`src/rtl/ttt_pkg.sv`:
```
// Shared types and helpers for the N x N tic-tac-toe engine.
// Cells are stored row-major, two bits per cell.
package ttt_pkg;

   typedef enum logic [1:0] {
      EMPTY = 2'b00,
      P1    = 2'b01,
      P2    = 2'b10
   } cell_t;

   typedef enum logic [1:0] {
      P1_TURN = 2'b00,
      P2_TURN = 2'b01,
      CHECK   = 2'b10,
      DONE    = 2'b11
   } state_t;

   localparam logic [1:0] TURN_P1   = 2'b01;
   localparam logic [1:0] TURN_P2   = 2'b10;
   localparam logic [1:0] TURN_NONE = 2'b00;

   function automatic int cell_idx(input int row, input int col, input int side);
      return row * side + col;
   endfunction

   function automatic cell_t other_player(input cell_t p);
      return (p == P1) ? P2 : P1;
   endfunction

endpackage

```
`src/rtl/ttt_engine_nxn_win.sv`:
```
// Combinational WIN_LEN-in-a-row detector over an N x N board for one player.
// Every window position and direction is elaborated as its own AND term.
module win_detect_nxn
   import ttt_pkg::*;
#(
   parameter int N       = 3,
   parameter int WIN_LEN = 3
) (
   input  logic [2*N*N-1:0] board,
   input  cell_t            player,
   output logic             win
);

   localparam int CELLS = N * N;

   logic [CELLS-1:0]   mine;
   logic [4*CELLS-1:0] hits;

   for (genvar i = 0; i < CELLS; i++) begin : g_mine
      assign mine[i] = (board[2*i +: 2] == player);
   end

   // Direction d: 0 horizontal, 1 vertical, 2 diagonal, 3 anti-diagonal.
   for (genvar d = 0; d < 4; d++) begin : g_dir
      localparam int DR = (d == 0) ? 0 : 1;
      localparam int DC = (d == 1) ? 0 : ((d == 3) ? -1 : 1);
      for (genvar r = 0; r < N; r++) begin : g_row
         for (genvar c = 0; c < N; c++) begin : g_col
            localparam int R_END = r + (WIN_LEN - 1) * DR;
            localparam int C_END = c + (WIN_LEN - 1) * DC;
            if (R_END < N && C_END >= 0 && C_END < N) begin : g_fit
               logic [WIN_LEN-1:0] run;
               for (genvar k = 0; k < WIN_LEN; k++) begin : g_k
                  assign run[k] = mine[cell_idx(r + k*DR, c + k*DC, N)];
               end
               assign hits[d*CELLS + cell_idx(r, c, N)] = &run;
            end else begin : g_nofit
               assign hits[d*CELLS + cell_idx(r, c, N)] = 1'b0;
            end
         end
      end
   end

   assign win = |hits;

endmodule

```
`src/rtl/ttt_engine_nxn.sv`:
```
// N x N tic-tac-toe engine: board register, turn FSM, move validation, win/draw result.
// Optional turn timer is compiled in with `define TURN_TIMER_EN.
module ttt_engine_nxn
   import ttt_pkg::*;
#(
   parameter int  N            = 3,
   parameter int  WIN_LEN      = 3,
   parameter int  TURN_TIMEOUT = 500,
   localparam int CELLS        = N * N,
   localparam int PW           = $clog2(CELLS)
) (
   input  logic               clk,
   input  logic               rst,
   input  logic               new_game,
   input  logic               j1_valid,
   input  logic [PW-1:0]      j1_pos,
   input  logic               j2_valid,
   input  logic [PW-1:0]      j2_pos,
   output logic [2*CELLS-1:0] board,
   output logic [1:0]         turn,
   output logic [1:0]         winner,
   output logic               draw,
   output logic               game_over,
   output logic               illegal,
   output logic               timeout,
   output state_t             dbg_state
);

   // Handshake: a move is a single-cycle jx_valid/jx_pos sample; there is no
   // ready. Only the player whose turn it is gets an answer: the board changes
   // (accept) or illegal pulses the following cycle (reject). Anything else is dropped.

   state_t             state_q, state_d;
   logic [2*CELLS-1:0] board_q, board_d;
   cell_t              mover_q, mover_d;
   logic [1:0]         winner_q, winner_d;
   logic               draw_q, draw_d;
   logic               illegal_q, illegal_d;
   logic [1:0]         turn_q, turn_d;
   logic               game_over_q, game_over_d;

   logic               cur_valid;
   logic [PW-1:0]      cur_pos;
   cell_t              cur_player;
   logic               in_range;
   logic [PW-1:0]      pos_idx;
   logic [PW:0]        bit_idx;
   logic               occupied;
   logic               accept;
   logic               reject;
   logic               win;
   logic               board_full;
   logic [CELLS-1:0]   occ;

`ifdef TURN_TIMER_EN
   localparam int TW = (TURN_TIMEOUT > 1) ? $clog2(TURN_TIMEOUT) : 1;
   logic [TW-1:0] timer_q, timer_d;
   logic          timeout_q, timeout_d;
   logic          timer_expired;
   assign timer_expired = (timer_q == TW'(TURN_TIMEOUT - 1));
`endif

   for (genvar g = 0; g < CELLS; g++) begin : g_occ
      assign occ[g] = |board_q[2*g +: 2];
   end
   assign board_full = &occ;

   // Only the player who just moved is tested; the other cannot have changed.
   win_detect_nxn #(
      .N       (N),
      .WIN_LEN (WIN_LEN)
   ) u_win (
      .board  (board_q),
      .player (mover_q),
      .win    (win)
   );

   always_comb begin
      cur_valid  = 1'b0;
      cur_pos    = '0;
      cur_player = P1;
      case (state_q)
         P1_TURN: begin
            cur_valid  = j1_valid;
            cur_pos    = j1_pos;
            cur_player = P1;
         end
         P2_TURN: begin
            cur_valid  = j2_valid;
            cur_pos    = j2_pos;
            cur_player = P2;
         end
         default: ;
      endcase
   end

   assign in_range = ({1'b0, cur_pos} < (PW+1)'(CELLS));
   assign pos_idx  = in_range ? cur_pos : '0;
   assign bit_idx  = {pos_idx, 1'b0};
   assign occupied = (board_q[bit_idx +: 2] != EMPTY);
   assign accept   = cur_valid && in_range && !occupied;
   assign reject   = cur_valid && !accept;

   always_comb begin
      state_d   = state_q;
      board_d   = board_q;
      mover_d   = mover_q;
      winner_d  = winner_q;
      draw_d    = draw_q;
      illegal_d = 1'b0;
`ifdef TURN_TIMER_EN
      timeout_d = 1'b0;
`endif
      case (state_q)
         P1_TURN, P2_TURN: begin
            if (accept) begin
               board_d[bit_idx +: 2] = cur_player;
               mover_d               = cur_player;
               state_d               = CHECK;
            end else if (reject) begin
               illegal_d = 1'b1;
`ifdef TURN_TIMER_EN
            end else if (timer_expired) begin
               timeout_d = 1'b1;
               state_d   = (state_q == P1_TURN) ? P2_TURN : P1_TURN;
`endif
            end
         end
         CHECK: begin
            if (win) begin
               winner_d = mover_q;
               state_d  = DONE;
            end else if (board_full) begin
               draw_d  = 1'b1;
               state_d = DONE;
            end else begin
               state_d = (other_player(mover_q) == P1) ? P1_TURN : P2_TURN;
            end
         end
         default: ;
      endcase

      case (state_d)
         P1_TURN: turn_d = TURN_P1;
         P2_TURN: turn_d = TURN_P2;
         default: turn_d = TURN_NONE;
      endcase
      game_over_d = (state_d == DONE);

`ifdef TURN_TIMER_EN
      // Counter restarts whenever a turn begins or a move is rejected.
      if (state_d inside {P1_TURN, P2_TURN}) begin
         if (state_d != state_q || illegal_d) begin
            timer_d = '0;
         end else begin
            timer_d = timer_q + 1'b1;
         end
      end else begin
         timer_d = '0;
      end
`endif
   end

   always_ff @(posedge clk) begin
      if (rst || new_game) begin
         state_q     <= P1_TURN;
         board_q     <= '0;
         mover_q     <= EMPTY;
         winner_q    <= 2'b00;
         draw_q      <= 1'b0;
         illegal_q   <= 1'b0;
         turn_q      <= TURN_P1;
         game_over_q <= 1'b0;
`ifdef TURN_TIMER_EN
         timer_q     <= '0;
         timeout_q   <= 1'b0;
`endif
      end else begin
         state_q     <= state_d;
         board_q     <= board_d;
         mover_q     <= mover_d;
         winner_q    <= winner_d;
         draw_q      <= draw_d;
         illegal_q   <= illegal_d;
         turn_q      <= turn_d;
         game_over_q <= game_over_d;
`ifdef TURN_TIMER_EN
         timer_q     <= timer_d;
         timeout_q   <= timeout_d;
`endif
      end
   end

   assign board     = board_q;
   assign turn      = turn_q;
   assign winner    = winner_q;
   assign draw      = draw_q;
   assign game_over = game_over_q;
   assign illegal   = illegal_q;
   assign dbg_state = state_q;
`ifdef TURN_TIMER_EN
   assign timeout   = timeout_q;
`else
   assign timeout   = 1'b0;
`endif

endmodule

```
`config.mk`:
```
export PLATFORM = sky130hd
export DESIGN_NAME = ttt_engine_nxn
export DESIGN_NICKNAME = d
export VERILOG_FILES = /design/src/rtl/ttt_pkg.sv /design/src/rtl/ttt_engine_nxn_win.sv /design/src/rtl/ttt_engine_nxn.sv
export SDC_FILE = /design/constraint.sdc
export NUM_CORES = 1
export LEC_CHECK = 0
export ABC_CLOCK_PERIOD_IN_PS = 3200
export BUFFER_PORTS_ARGS = -buffer_cell sky130_fd_sc_hd__buf_2
export CAP_MARGIN = 10
export CORE_AREA = 2 2 102 55
export DETAILED_ROUTE_END_ITERATION = 8
export DIE_AREA = 0 0 104 57
export SLEW_MARGIN = 20
export SYNTH_ARGS = -nofsm -noshare
export SYNTH_HDL_FRONTEND = slang
export SYNTH_SLANG_ARGS = --single-unit
```
`constraint.sdc`:
```
create_clock -name clk -period 3.2 [get_ports clk]
set_clock_uncertainty 0.05 [all_clocks]
set_input_delay 0.64 -clock clk [delete_from_list [all_inputs] [get_ports clk]]
set_output_delay 0.64 -clock clk [all_outputs]
set_load 0.02 [all_outputs]
```
# Word level (Yosys, flattened, before mapping)
# Index checks and enable logic that the tools add are counted.
# totals
reg_bits	29
output_inout_bits	28
elab_cells	76
# classes
n_addsub	1
n_lt_le_gt_ge	1
n_eq_ne	15
shift	3
muxes	13
n_bitwise	2
n_reduce_logical	33
# op_table
cell	count
$reduce_and A3 Y1	8
$reduce_or A2 Y1	10
$bwmux W18	1
$eq A2 B2 Y1	9
$shift A2 B7 Y18 const A	1
$shiftx A18 B6 Y2	1
$shiftx A2 B7 Y18	1
$reduce_and A11 Y1	1
$mux W2	5
$reduce_and A9 Y1	1
$eq A2 B1 Y1 const B	4
$pmux W2 S2	2
$pmux W4 S2	1
$reduce_or A8 Y1	1
$neg A5 Y7	1
$eq A2 B2 Y1 const B	2
$logic_not A2 Y1	2
$lt A4 B4 Y1 const B	1
$mux W4	1
$reduce_and A2 Y1	2
$logic_and A1 B1 Y1	3
$reduce_or A3 Y1	1
$logic_not A1 Y1	2
$mux W1	2
4 further kinds	5

# Longest topological paths before layout
# Gate-level depths: netlist (run 1).
# depth
ltp_word	12
depth_mapped	10
depth_no_buf	8

# By module
# From an unflattened synthesis (run 1), not the netlist that was laid out.
# hier_totals
hier_cells	236
area_unflattened_um2	2098.3
# modules_own_cells
module	instances	cells_per_inst	area_per_inst_um2
ttt_engine_nxn	1	183	1719.1
win_detect_nxn	1	53	379.1

# Worst setup path after synthesis (run 1)
# Ideal clock, no wire load.
# synth_path
path_kind	in2reg
from	input j1_pos[3]
to	register board_q[17], in the netlist board[17]
arrival_ns	2.461
required_ns	3.054
slack_ns	0.593
path_stages	8
path_buffers	0
cell_sequence	or3b_4 > a21oi_2 > inv_1 > ha_1 > or2b_1 > o21ai_1 > nand3_1 > o41ai_2
# synth_between
elab_chain_len	8
elab_cells_between_ends	13
cone_classes	1 x add/sub; 1 x order compare; 3 x shift; 3 x mux; 5 x reduce/logical
# synth_lines
item	line	text
start: declaration	ttt_engine_nxn.sv:16	input logic [PW-1:0] j1_pos,
$pmux W4 S2 (*)	ttt_engine_nxn.sv:82	case (state_q)
$lt A4 B4 Y1	ttt_engine_nxn.sv:97	assign in_range = ({1'b0, cur_pos} < (PW+1)'(CELLS));
$mux W4	ttt_engine_nxn.sv:98	assign pos_idx = in_range ? cur_pos : '0;
$shiftx A18 B6 Y2	ttt_engine_nxn.sv:100	assign occupied = (board_q[bit_idx +: 2] != EMPTY);
$reduce_bool A2 Y1	ttt_engine_nxn.sv:100	
$logic_not A1 Y1	ttt_engine_nxn.sv:101	assign accept = cur_valid && in_range && !occupied;
$logic_and A1 B1 Y1	ttt_engine_nxn.sv:101	
$reduce_and A2 Y1 (no source line)	n/a	
end signal: assignment	ttt_engine_nxn.sv:180	board_q <= board_d;
end: declaration	ttt_engine_nxn.sv:34	logic [2*CELLS-1:0] board_q, board_d;
# Every way passes the cells marked *; elsewhere a longest branch is shown, timed or not.
# A chain may end at the register's enable or synchronous reset.

# Final worst setup path (run 1)
# Ends and elaborated chain as after synthesis.

==> results of run 1 <==
[power breakdown]
group          leakage (nW)  internal [mW]  switching, mW
clock network        0.0542          0.194          0.144
registers             0.234          0.364        0.00833
logic                 0.763         0.0537         0.0800
total                  1.05          0.612          0.233
[stage by stage]
step / instances / util (%) / area [um2]
4_1_cts: 356 / 44.8 / 2300
3_3_place_gp: 348 / 42.8 / 2200
3_5_place_dp: 348 / 42.8 / 2200
2_1_floorplan: 243 / - / 1940
6_report: 356 / 44.8 / 2300
5_1_grt: 356 / 44.8 / 2300
[how the worst max path moves through the flow]
stage / end / slack (ns) / depth (start not counted)
3_5_place_dp: board[17] / 0.23 / 9
2_1_floorplan: board[17] / 0.59 / 8
5_1_grt: board[17] / 0.31 / 8
4_1_cts: board[17] / 0.52 / 9
3_3_place_gp: board[17] / 0.31 / 9
6_report: board[17] / 0.50 / 9
[Yosys cell counts (2+ instances only)]
master / count / area share (%)
sky130_fd_sc_hd__clkbuf_1: 6 / 1.2
sky130_fd_sc_hd__and3_1: 15 / 4.8
sky130_fd_sc_hd__nand2_1: 31 / 6.0
sky130_fd_sc_hd__nand3_2: 2 / 1.0
sky130_fd_sc_hd__nor4b_1: 2 / 0.90
sky130_fd_sc_hd__or2_2: 2 / 0.65
sky130_fd_sc_hd__a21oi_1: 7 / 1.8
sky130_fd_sc_hd__nand3_1: 9 / 2.3
sky130_fd_sc_hd__xnor2_1: 6 / 2.7
sky130_fd_sc_hd__o21ai_0: 2 / 0.52
sky130_fd_sc_hd__o22ai_1: 8 / 2.6
sky130_fd_sc_hd__buf_6: 2 / 1.2
sky130_fd_sc_hd__o31ai_1: 3 / 1.2
sky130_fd_sc_hd__nor3_1: 17 / 4.4
sky130_fd_sc_hd__nand2b_1: 6 / 1.9
sky130_fd_sc_hd__a21oi_2: 2 / 0.90
sky130_fd_sc_hd__inv_1: 2 / 0.39
sky130_fd_sc_hd__or3b_1: 2 / 0.90
sky130_fd_sc_hd__mux2i_1: 22 / 11
sky130_fd_sc_hd__nand3b_1: 4 / 1.6
sky130_fd_sc_hd__ha_1: 4 / 2.6
sky130_fd_sc_hd__nor2_1: 27 / 5.2
sky130_fd_sc_hd__dfxtp_1: 29 / 30
sky130_fd_sc_hd__buf_2: 4 / 1.0
[cell families after synthesis]
family / count (synthesis) / share of synthesized area, %
buffers and inverters: 16 / 4.33
DFF: 29 / 30.0
adders and majority gates: 4 / 2.58
other: 1 / 0.194
and+or+nand+nor: 127 / 33.7
muxes: 23 / 12.0
AOI/OAI and AO/OA: 36 / 14.1
xor gates and xnor gates: 7 / 3.17
[registers in the layout, indices dropped and copies added (netlist names)]
register and flops:
mover_q 2, winner 2, dbg_state 2, draw 1, turn 2, game_over 1, board 18, illegal 1
[worst reg2reg max path, cell delays in order (launching register included)]
cell and delay [ns]:
sky130_fd_sc_hd__dfxtp_1 0.39, sky130_fd_sc_hd__or3b_4 0.46, sky130_fd_sc_hd__a21oi_2 0.30, sky130_fd_sc_hd__inv_1 0.14
sky130_fd_sc_hd__ha_1 0.25, sky130_fd_sc_hd__or2b_1 0.24, sky130_fd_sc_hd__o21ai_1 0.25, sky130_fd_sc_hd__nand3_1 0.21
sky130_fd_sc_hd__o41ai_2 0.29
[final cells by class]
cell class	instances	share of cell area, %
Multi-Input combinational cell	198	55.3
Timing Repair Buffer	46	10.8
Clock buffer	7	4.19
Sequential cell	29	25.2
Tap cell	73	3.97
Clock inverter	1	0.218
Inverter	2	0.326
[per-layer routing]
| layer | share of wire, % | vias up | GRT usage, % |
|---|---|---|---|
| met2 | 35 | 91 | 24.2 |
| met3 | 11 | 2 | 6.97 |
| li1 | - | 954 | - |
| met4 | 0.18 | 0 | 4.05 |
| met5 | 0 | - | 0 |
| met1 | 54 | 854 | 33.8 |
==> run_summary.xml, run 1 <==
<?xml version="1.0" encoding="UTF-8"?>
<metrics>
  <group name="synthesis">
    <metric name="mappedNetlistArea" unit="mm2">0.00194</metric>
    <metric name="synth-main-ff-cell" unit="">sky130_fd_sc_hd__dfxtp_1</metric>
    <metric name="synth-seq-cells" unit="">29</metric>
    <metric name="synth.lib_cells_used.distinct" unit="">53</metric>
    <metric name="synth.net_count" unit="">260</metric>
    <metric name="synth.yosys.warnings" unit="">0</metric>
    <metric name="asyncSetResetFlopFracSynth" unit="%">0</metric>
    <metric name="ys_seq_area_share" unit="%">30.0</metric>
    <metric name="synth.avg_cell_area" unit="um2">7.97</metric>
    <metric name="synth-edff-count" unit="">0</metric>
    <metric name="post_synth_inst_count" unit="">243</metric>
  </group>
  <group name="floorplan">
    <metric name="die_width" unit="um">104</metric>
    <metric name="core_area" unit="mm2">0.00513</metric>
    <metric name="initial_utilization" unit="%">37.7</metric>
    <metric name="design.portCount" unit="">41</metric>
    <metric name="die_y" unit="um">57</metric>
    <metric name="core.rowCount" unit="">19</metric>
    <metric name="die-area" unit="mm2">0.00593</metric>
  </group>
  <group name="placement">
    <metric name="dp.final_hpwl" unit="mm">4.41</metric>
    <metric name="portBuffers" unit="">39</metric>
    <metric name="detailedPlace.worstSlack" unit="ns">0.233</metric>
    <metric name="gpl.final_weighted_congestion" unit="">0.972</metric>
  </group>
  <group name="sta">
    <metric name="fmax" unit="GHz">0.371</metric>
    <metric name="post-route-period-util" unit="%">84.3</metric>
    <metric name="worst_slew_pin_slew" unit="ns">0.688</metric>
    <metric name="holdWs" unit="ns">0.421</metric>
    <metric name="fin_setup_tns" unit="ns">0</metric>
    <metric name="max_slew_margin" unit="%">54.1</metric>
    <metric name="fin_crit" unit="ns">2.70</metric>
    <metric name="final-setup-viol-count" unit="">0</metric>
    <metric name="unrepaired_setup_endpoints_after_global_routing" unit="">false</metric>
    <metric name="slew_violations" unit="">0</metric>
    <metric name="hold_viol" unit="">0</metric>
    <metric name="worst_setup_slack_final" unit="ns">0.503</metric>
  </group>
  <group name="worst_setup_path">
    <metric name="timing.critical_path.buf_inv" unit="">2</metric>
    <metric name="end_kind" unit="">register</metric>
    <metric name="wp_data_arrival" unit="ns">2.84</metric>
    <metric name="timing.critical_path.required" unit="ns">3.34</metric>
    <metric name="path_delay_family" unit="">simple AND/OR/NAND/NOR gates</metric>
    <metric name="crit_path_max_incr_delay" unit="ns">0.40</metric>
    <metric name="reg2regPathDepth" unit="">8</metric>
    <metric name="r2r-start" unit="">dbg_state[0]</metric>
    <metric name="cp_cell_sequence" unit="">buf_2 -&gt; or3b_4 -&gt; a21oi_2 -&gt; inv_1 -&gt; ha_1 -&gt; or2b_1 -&gt; o21ai_1 -&gt; nand3_1 -&gt; o41ai_2</metric>
    <metric name="cpMaxStageDelayCell" unit="">sky130_fd_sc_hd__or3b_4</metric>
    <metric name="timing_worst_setup_path_type" unit="">in -&gt; reg</metric>
    <metric name="rrSetupSlack" unit="ns">0.53</metric>
    <metric name="regToRegEndpoint" unit="">board[17]</metric>
    <metric name="critical_path.max_fanout" unit="">6</metric>
    <metric name="worst_setup_path_startpoint" unit="">j1_pos[3]</metric>
    <metric name="worstSetupStartpointType" unit="">primary input</metric>
  </group>
  <group name="detailed_routing">
    <metric name="avgRoutedWirePerCell" unit="um">16.0</metric>
    <metric name="route.final.wire_length" unit="mm">5.71</metric>
    <metric name="via_per_inst" unit="">5.34</metric>
    <metric name="drt_pre_antenna_iters" unit="">4</metric>
    <metric name="postRouteAntennaNets" unit="">0</metric>
    <metric name="detailroute.via_count" unit="">1901</metric>
    <metric name="initialDrtViolationCount" unit="">191</metric>
    <metric name="route.detailed.drc" unit="">0</metric>
  </group>
  <group name="clock_network">
    <metric name="clkLatencyLatePin" unit="ns">0.28</metric>
    <metric name="tritoncts_num_sinks" unit="">29</metric>
    <metric name="worst_setup_hold_path_clk_slew" unit="ns">0.07</metric>
    <metric name="clock_buffer_depth" unit="">2</metric>
    <metric name="postCtsHoldBufs" unit="">0</metric>
    <metric name="cts-resized-gates" unit="">0</metric>
    <metric name="clock_tree.htree_level_count" unit="">2</metric>
    <metric name="cts_root_buffer" unit="">sky130_fd_sc_hd__clkbuf_8</metric>
    <metric name="cts_inserted_buffers" unit="">5</metric>
    <metric name="postcts_setup_bufs" unit="">0</metric>
    <metric name="tritoncts" unit="">done</metric>
  </group>
  <group name="cells_and_area">
    <metric name="final_net_count" unit="">299</metric>
    <metric name="mostFrequentLayoutCells" unit="">sky130_fd_sc_hd__buf_2, sky130_fd_sc_hd__nand2_1, sky130_fd_sc_hd__dfxtp_1, sky130_fd_sc_hd__nor2_1, sky130_fd_sc_hd__mux2i_1</metric>
    <metric name="antenna_cells_inserted" unit="">0</metric>
    <metric name="footprint_of_the_multi_input_gates" unit="mm2">0.00127</metric>
    <metric name="layout_commonest_cell" unit="">sky130_fd_sc_hd__buf_2</metric>
    <metric name="fillers" unit="">537</metric>
    <metric name="seq_area" unit="um2">581</metric>
    <metric name="drive_gt1_share" unit="%">23.7</metric>
    <metric name="area_growth" unit="%">18.8</metric>
  </group>
  <group name="flow_run">
    <metric name="max_cap_violations" unit="">0</metric>
  </group>
  <group name="power_and_ir_drop">
    <metric name="worst_ir_drop_on_vdd" unit="V">0.000185</metric>
    <metric name="cellPowerDensity" unit="mW/mm2">367</metric>
    <metric name="p_leak" unit="nW">1.05</metric>
    <metric name="fin_total_pwr" unit="mW">0.845</metric>
  </group>
  <group name="global_routing">
    <metric name="gr-total-overflow" unit="">0</metric>
    <metric name="globalRouteTotalUtil" unit="%">20.5</metric>
    <metric name="first_global_vias" unit="">1699</metric>
    <metric name="initial_antenna_violation_count" unit="">0</metric>
    <metric name="grt_max_degree" unit="">21</metric>
    <metric name="global_route_wire_length_before_repair" unit="mm">9.37</metric>
  </group>
  <group name="hold_path">
    <metric name="timing.hold.worst.class" unit="">reg -&gt; reg</metric>
    <metric name="worstHoldPathCells" unit="">2</metric>
    <metric name="worst_hold_path.endpoint" unit="">draw</metric>
    <metric name="min_from" unit="">draw</metric>
  </group>
  <group name="status">
    <metric name="outcome" unit="">complete, no violations</metric>
  </group>
</metrics>
Power figures use the tool's default switching activity.
==> inputs of run 2 (changes only) <==
ABC_AREA = 1   (was unset)
ABC_CLOCK_PERIOD_IN_PS = 2500   (was 3200)
CORE_AREA = 2 2 105 56   (was 2 2 102 55)
DIE_AREA = 0 0 107 58   (was 0 0 104 57)
clock period = 2.5 ns   (was 3.2 ns; I/O delays follow)
==> run 2 against run 1 <==
Net effect: clock power is 28% higher; flip-flop and latch count unchanged; wire length grew 2.2%; first-iteration DRC count decreased by 41%; register-to-register slack worse by 0.33 ns; sequential power up 29%; synthesized area rose by 7.3%; combinational power is 130% higher; critical path type is now reg -> reg; critical endpoint is now board[14]; largest cell class unchanged.
==> run_summary.xml, run 2 <==
<?xml version="1.0" encoding="UTF-8"?>
<metrics>
  <group name="synthesis">
    <metric name="synth.avg_cell_area" unit="um2">6.34</metric>
    <metric name="synth.net_count" unit="">345</metric>
    <metric name="synth-seq-cells" unit="">29</metric>
    <metric name="asyncSetResetFlopFracSynth" unit="%">0</metric>
    <metric name="netlist_top_cells_area" unit="">sky130_fd_sc_hd__dfxtp_1, sky130_fd_sc_hd__nand2_1, sky130_fd_sc_hd__nor2_1, sky130_fd_sc_hd__nand3_1, sky130_fd_sc_hd__inv_1</metric>
    <metric name="yosys.area.top_type" unit="">sky130_fd_sc_hd__dfxtp_1</metric>
    <metric name="top_post_synthesis_cells_by_count" unit="">sky130_fd_sc_hd__nand2_1, sky130_fd_sc_hd__nor2_1, sky130_fd_sc_hd__inv_1, sky130_fd_sc_hd__nand3_1, sky130_fd_sc_hd__dfxtp_1</metric>
    <metric name="ys_seq_area_share" unit="%">27.9</metric>
    <metric name="yosys.area.top_type_share" unit="%">27.9</metric>
    <metric name="synth.lib_cells_used.distinct" unit="">29</metric>
    <metric name="synth-main-ff-cell" unit="">sky130_fd_sc_hd__dfxtp_1</metric>
    <metric name="synthMostInstantiatedCell" unit="">sky130_fd_sc_hd__nand2_1</metric>
    <metric name="synth.yosys.warnings" unit="">0</metric>
    <metric name="mappedNetlistArea" unit="mm2">0.00208</metric>
    <metric name="post_synth_inst_count" unit="">328</metric>
    <metric name="synth-edff-count" unit="">0</metric>
  </group>
  <group name="sta">
    <metric name="final-setup-viol-count" unit="">0</metric>
    <metric name="post-route-period-util" unit="%">91.9</metric>
    <metric name="unrepaired_setup_endpoints_after_global_routing" unit="">false</metric>
    <metric name="fin_crit" unit="ns">2.30</metric>
    <metric name="slew_violations" unit="">0</metric>
    <metric name="fin_setup_tns" unit="ns">0</metric>
    <metric name="max_slew_margin" unit="%">61.0</metric>
    <metric name="hold_viol" unit="">0</metric>
    <metric name="worst_setup_slack_final" unit="ns">0.203</metric>
    <metric name="holdWs" unit="ns">0.415</metric>
    <metric name="fmax" unit="GHz">0.435</metric>
    <metric name="worst_slew_pin_slew" unit="ns">0.584</metric>
  </group>
  <group name="clock_network">
    <metric name="clock_buffer_depth" unit="">2</metric>
    <metric name="postcts_setup_bufs" unit="">0</metric>
    <metric name="worst_setup_hold_path_clk_slew" unit="ns">0.06</metric>
    <metric name="cts_inserted_buffers" unit="">5</metric>
    <metric name="cts-resized-gates" unit="">0</metric>
    <metric name="postCtsHoldBufs" unit="">0</metric>
    <metric name="clock_tree.htree_level_count" unit="">2</metric>
    <metric name="tritoncts_num_sinks" unit="">29</metric>
    <metric name="clkLatencyLatePin" unit="ns">0.29</metric>
    <metric name="tritoncts" unit="">done</metric>
    <metric name="cts_root_buffer" unit="">sky130_fd_sc_hd__clkbuf_8</metric>
  </group>
  <group name="worst_setup_path">
    <metric name="timing.critical_path.required" unit="ns">2.67</metric>
    <metric name="timing_worst_setup_path_type" unit="">reg -&gt; reg</metric>
    <metric name="end_kind" unit="">register</metric>
    <metric name="worstSetupStartpointType" unit="">register</metric>
    <metric name="wp_data_arrival" unit="ns">2.47</metric>
    <metric name="critical_path.max_fanout" unit="">7</metric>
  </group>
  <group name="detailed_routing">
    <metric name="drt_pre_antenna_iters" unit="">4</metric>
    <metric name="route.final.wire_length" unit="mm">5.84</metric>
    <metric name="avgRoutedWirePerCell" unit="um">13.0</metric>
    <metric name="postRouteAntennaNets" unit="">0</metric>
    <metric name="initialDrtViolationCount" unit="">112</metric>
    <metric name="detailroute.via_count" unit="">2144</metric>
    <metric name="route.detailed.drc" unit="">0</metric>
    <metric name="via_per_inst" unit="">4.78</metric>
  </group>
  <group name="floorplan">
    <metric name="core_area" unit="mm2">0.00530</metric>
    <metric name="design.portCount" unit="">41</metric>
    <metric name="initial_utilization" unit="%">39.2</metric>
    <metric name="die_y" unit="um">58</metric>
    <metric name="die-area" unit="mm2">0.00621</metric>
    <metric name="core.rowCount" unit="">19</metric>
    <metric name="die_width" unit="um">107</metric>
  </group>
  <group name="global_routing">
    <metric name="globalRouteTotalUtil" unit="%">20.4</metric>
    <metric name="initial_antenna_violation_count" unit="">0</metric>
    <metric name="grt_max_degree" unit="">21</metric>
    <metric name="global_route_wire_length_before_repair" unit="mm">9.58</metric>
    <metric name="first_global_vias" unit="">1872</metric>
    <metric name="gr-total-overflow" unit="">0</metric>
  </group>
  <group name="status">
    <metric name="outcome" unit="">complete, no violations</metric>
  </group>
  <group name="placement">
    <metric name="gpl.final_weighted_congestion" unit="">0.964</metric>
    <metric name="portBuffers" unit="">39</metric>
    <metric name="detailedPlace.worstSlack" unit="ns">0.111</metric>
    <metric name="dp.cells" unit="">441</metric>
    <metric name="dpl_cell_area" unit="mm2">0.00237</metric>
    <metric name="dp.final_hpwl" unit="mm">4.63</metric>
  </group>
  <group name="cells_and_area">
    <metric name="fin_util" unit="%">46.7</metric>
    <metric name="antenna_cells_inserted" unit="">0</metric>
    <metric name="largest_register_ff_count" unit="">18</metric>
    <metric name="mostFrequentLayoutCells" unit="">sky130_fd_sc_hd__nand2_1, sky130_fd_sc_hd__nor2_1, sky130_fd_sc_hd__inv_1, sky130_fd_sc_hd__buf_2, sky130_fd_sc_hd__nand3_1</metric>
    <metric name="drive_gt1_share" unit="%">21.5</metric>
    <metric name="final_net_count" unit="">392</metric>
    <metric name="design_area" unit="mm2">0.00248</metric>
    <metric name="final_cell_count_no_fill" unit="">449</metric>
    <metric name="layout_commonest_cell" unit="">sky130_fd_sc_hd__nand2_1</metric>
    <metric name="area_growth" unit="%">19.2</metric>
  </group>
  <group name="power_and_ir_drop">
    <metric name="p_leak" unit="nW">1.34</metric>
    <metric name="netSwitchingFraction" unit="%">33.0</metric>
    <metric name="intPower" unit="mW">0.823</metric>
    <metric name="fin_total_pwr" unit="mW">1.23</metric>
    <metric name="seqPwrFrac" unit="%">39.1</metric>
    <metric name="worst_ir_drop_on_vdd" unit="V">0.000232</metric>
    <metric name="p_clk_share" unit="%">35.3</metric>
    <metric name="power_switching" unit="mW">0.406</metric>
    <metric name="cellPowerDensity" unit="mW/mm2">496</metric>
    <metric name="comb_power_share" unit="%">25.6</metric>
  </group>
  <group name="hold_path">
    <metric name="timing.hold.worst.class" unit="">reg -&gt; reg</metric>
  </group>
  <group name="flow_run">
    <metric name="max_cap_violations" unit="">0</metric>
  </group>
</metrics>
==> run 2: layout make-up <==
type,count,area [um2]
multi-input combinational,246,1260
fill,577,2820
tap,73,91.3
clock buffer,7,96.3
inverter,44,170
timing repair buffer,49,270
clock inverter,1,5.00
sequential,29,582
==> run 2: kinds of logic (layout without fill, tap and decap cells) <==
logic type               count (synthesis)  after routing  share of synthesized area [%]
buffers and inverters                   53            101                           11.3
AO/OA/AOI/OAI                           15             15                           4.64
flip-flops                              29             29                           27.9
other                                    1              1                          0.180
AND/OR/NAND/NOR                        211            211                           46.8
XOR/XNOR                                15             15                           6.68
adder cells (fa/ha/maj)                  4              4                           2.41
==> run 2: final timing paths <==
kind                                    from         to  slack, ns  cells past startpoint
worst min register to register          draw       draw       0.41                      1
worst max register to register  dbg_state[0]  board[14]       0.20                     12
worst max-delay path            dbg_state[0]  board[14]       0.20                     12
worst min-delay path                    draw       draw       0.41                      1
==> run 2: worst max-delay path: stages, from the launching register on <==
cell                      delay (ns)
sky130_fd_sc_hd__dfxtp_1        0.38
sky130_fd_sc_hd__nor2_4         0.18
sky130_fd_sc_hd__nand2_1        0.08
sky130_fd_sc_hd__nand2_2        0.16
sky130_fd_sc_hd__nand2_2        0.13
sky130_fd_sc_hd__ha_1           0.28
sky130_fd_sc_hd__xnor2_2        0.25
sky130_fd_sc_hd__nand3_2        0.16
sky130_fd_sc_hd__nor2_1         0.16
sky130_fd_sc_hd__nand3_1        0.16
sky130_fd_sc_hd__nand2_1        0.09
sky130_fd_sc_hd__nand2_1        0.05
sky130_fd_sc_hd__nor2_1         0.09
==> run 2: per-layer routing <==
metal / global-route usage [%] / vias up / share of wire (%)
li1: - / 1124 / -
met1: 31.8 / 935 / 53
met2: 26.8 / 81 / 36
met3: 6.97 / 4 / 11
met4: 3.53 / 0 / 0.62
met5: 0 / - / 0
==> run 2: power groups by stage <==
stage / sequential (mW) / combinational (mW) / clock, mW
2_1_floorplan: 0.492 / 0.236 / 0
3_3_place_gp: 0.491 / 0.309 / 0
3_5_place_dp: 0.491 / 0.310 / 0
4_1_cts: 0.481 / 0.312 / 0.440
5_1_grt: 0.482 / 0.354 / 0.468
6_report: 0.481 / 0.314 / 0.434
==> inputs of run 3 (changes only) <==
CORE_AREA = 2 2 125 66   (was 2 2 105 56)
DIE_AREA = 0 0 127 68   (was 0 0 107 58)
RECOVER_POWER = 50   (was unset)
==> run 3 against run 2 <==
Net effect: utilization decreased by 14 points; highest routed layer unchanged; wire length increased by 4.8%; maximum frequency increased by 0.60%; sequential share of layout area decreased by 0.41 points; combinational power increased by 3%; critical endpoint unchanged; final area increased by 1.8%; first-iteration DRC count increased by 110%; flip-flop and latch count unchanged; hold slack improved by 0.0032 ns.
==> run_summary.xml, run 3 (same netlist as run 2, synthesis figures left out) <==
<?xml version="1.0" encoding="UTF-8"?>
<metrics>
  <group name="status">
    <metric name="outcome" unit="">complete, no violations</metric>
  </group>
  <group name="power_and_ir_drop">
    <metric name="p_clk_share" unit="%">44.0</metric>
    <metric name="worst_ir_drop_on_vdd" unit="V">0.000212</metric>
    <metric name="seqPwrFrac" unit="%">33.4</metric>
    <metric name="comb_power_share" unit="%">22.6</metric>
    <metric name="cellPowerDensity" unit="mW/mm2">566</metric>
    <metric name="p_leak" unit="nW">1.23</metric>
    <metric name="intPower" unit="mW">0.994</metric>
    <metric name="power_switching" unit="mW">0.432</metric>
    <metric name="fin_total_pwr" unit="mW">1.43</metric>
    <metric name="netSwitchingFraction" unit="%">30.3</metric>
  </group>
  <group name="global_routing">
    <metric name="global_route_wire_length_before_repair" unit="mm">9.83</metric>
    <metric name="gr-total-overflow" unit="">0</metric>
    <metric name="initial_antenna_violation_count" unit="">0</metric>
    <metric name="first_global_vias" unit="">1919</metric>
    <metric name="globalRouteTotalUtil" unit="%">15.2</metric>
    <metric name="grt_max_degree" unit="">21</metric>
  </group>
  <group name="worst_setup_path">
    <metric name="worstSetupStartpointType" unit="">register</metric>
    <metric name="end_kind" unit="">register</metric>
    <metric name="timing_worst_setup_path_type" unit="">reg -&gt; reg</metric>
    <metric name="rrSetupSlack" unit="ns">0.22</metric>
    <metric name="timing.critical_path.required" unit="ns">2.63</metric>
    <metric name="critical_path.max_fanout" unit="">6</metric>
    <metric name="wp_data_arrival" unit="ns">2.41</metric>
  </group>
  <group name="cells_and_area">
    <metric name="design_area" unit="mm2">0.00252</metric>
    <metric name="drive_gt1_share" unit="%">14.4</metric>
    <metric name="fillers" unit="">859</metric>
    <metric name="area_growth" unit="%">21.3</metric>
    <metric name="mostFrequentLayoutCells" unit="">sky130_fd_sc_hd__nand2_1, sky130_fd_sc_hd__nor2_1, sky130_fd_sc_hd__inv_1, sky130_fd_sc_hd__nand3_1, sky130_fd_sc_hd__dfxtp_1</metric>
    <metric name="final_net_count" unit="">390</metric>
    <metric name="largest_register_ff_count" unit="">18</metric>
    <metric name="layout_commonest_cell" unit="">sky130_fd_sc_hd__nand2_1</metric>
    <metric name="antenna_cells_inserted" unit="">0</metric>
  </group>
  <group name="detailed_routing">
    <metric name="initialDrtViolationCount" unit="">234</metric>
    <metric name="detailroute.via_count" unit="">2141</metric>
    <metric name="via_per_inst" unit="">4.52</metric>
    <metric name="avgRoutedWirePerCell" unit="um">12.9</metric>
    <metric name="drt_pre_antenna_iters" unit="">5</metric>
    <metric name="route.detailed.drc" unit="">0</metric>
    <metric name="postRouteAntennaNets" unit="">0</metric>
    <metric name="route.final.wire_length" unit="mm">6.12</metric>
  </group>
  <group name="sta">
    <metric name="hold_viol" unit="">0</metric>
    <metric name="max_slew_margin" unit="%">66.0</metric>
    <metric name="post-route-period-util" unit="%">91.3</metric>
    <metric name="holdWs" unit="ns">0.418</metric>
    <metric name="fin_setup_tns" unit="ns">0</metric>
    <metric name="fmax" unit="GHz">0.438</metric>
    <metric name="worst_slew_pin_slew" unit="ns">0.509</metric>
    <metric name="fin_crit" unit="ns">2.28</metric>
    <metric name="slew_violations" unit="">0</metric>
    <metric name="final-setup-viol-count" unit="">0</metric>
    <metric name="unrepaired_setup_endpoints_after_global_routing" unit="">false</metric>
  </group>
  <group name="clock_network">
    <metric name="worst_setup_hold_path_clk_slew" unit="ns">0.05</metric>
    <metric name="cts_inserted_buffers" unit="">5</metric>
    <metric name="clock_buffer_depth" unit="">2</metric>
    <metric name="cts_root_buffer" unit="">sky130_fd_sc_hd__clkbuf_16</metric>
    <metric name="tritoncts" unit="">done</metric>
    <metric name="tritoncts_num_sinks" unit="">29</metric>
    <metric name="clkLatencyLatePin" unit="ns">0.28</metric>
    <metric name="clock_tree.htree_level_count" unit="">2</metric>
  </group>
  <group name="floorplan">
    <metric name="die-area" unit="mm2">0.00864</metric>
    <metric name="die_y" unit="um">68</metric>
    <metric name="die_width" unit="um">127</metric>
    <metric name="core.rowCount" unit="">23</metric>
    <metric name="initial_utilization" unit="%">27.1</metric>
    <metric name="core_area" unit="mm2">0.00765</metric>
    <metric name="design.portCount" unit="">41</metric>
  </group>
  <group name="placement">
    <metric name="portBuffers" unit="">39</metric>
    <metric name="dp.final_hpwl" unit="mm">4.87</metric>
    <metric name="dpl_cell_area" unit="mm2">0.00239</metric>
    <metric name="gpl.final_weighted_congestion" unit="">0.895</metric>
  </group>
  <group name="hold_path">
    <metric name="timing.hold.worst.class" unit="">reg -&gt; reg</metric>
  </group>
  <group name="flow_run">
    <metric name="max_cap_violations" unit="">0</metric>
  </group>
</metrics>
[run 3: critical path: stages, from the launching register on]
cell and delay, ns:
sky130_fd_sc_hd__dfxtp_1 0.45, sky130_fd_sc_hd__buf_4 0.22, sky130_fd_sc_hd__nand3_1 0.09, sky130_fd_sc_hd__nand2_2 0.15
sky130_fd_sc_hd__nand2_4 0.09, sky130_fd_sc_hd__ha_1 0.25, sky130_fd_sc_hd__xnor2_2 0.23, sky130_fd_sc_hd__nand3_2 0.14
sky130_fd_sc_hd__nor2_1 0.17, sky130_fd_sc_hd__nand3_1 0.15, sky130_fd_sc_hd__nor2_1 0.13, sky130_fd_sc_hd__nor2_1 0.05
[run 3: timing repair]
| action | 4_1_cts | 5_1_grt |
|---|---|---|
| gates resized for setup | 0 | 3 |
| buffers inserted | 0 | 1 |
| hold buffers | 0 | 0 |
| endpoints found under the setup margin | 0 | 11 |
[run 3: area by class of cell]
cell class / instances / area (um2) / share of cell area [%]
multi-input combinational: 246 / 1270 / 50.3
clock buffer: 7 / 153 / 6.05
sequential: 29 / 582 / 23.1
timing repair buffer: 47 / 219 / 8.68
inverter: 44 / 170 / 6.75
tap: 100 / 125 / 4.96
clock inverter: 1 / 5.00 / 0.199
[run 3: routing by layer]
metal	global-route usage, %	vias to the layer above	share of wire, %
met5	0	-	0
li1	-	1118	-
met2	19.6	91	35
met4	4.53	0	1.1
met1	23.4	924	55
met3	4.53	8	9.8
[run 3: power groups by stage]
stage          combinational (mW)  sequential (mW)  clock (mW)
2_1_floorplan               0.236            0.492           0
3_3_place_gp                0.310            0.486           0
3_5_place_dp                0.312            0.486           0
4_1_cts                     0.313            0.477       0.646
5_1_grt                     0.358            0.477       0.671
6_report                    0.322            0.477       0.627
[run 3: per-stage QoR]
stage	instances	worst slack [ns]	utilization [%]
final	474	0.217	32.9
after global routing	474	0.00914	32.9
after CTS	473	0.162	33.2
after detailed placement	465	0.140	31.2
after global placement	465	0.156	31.2
after floorplan	328	0.186	-
[run 3: worst paths after layout]
check                           cells after the start   endpoint         start
worst max-delay path                               11  board[14]  dbg_state[0]
worst min-delay path                                1       draw          draw
worst max register to register                     11  board[14]  dbg_state[0]
worst min register to register                      1       draw          draw
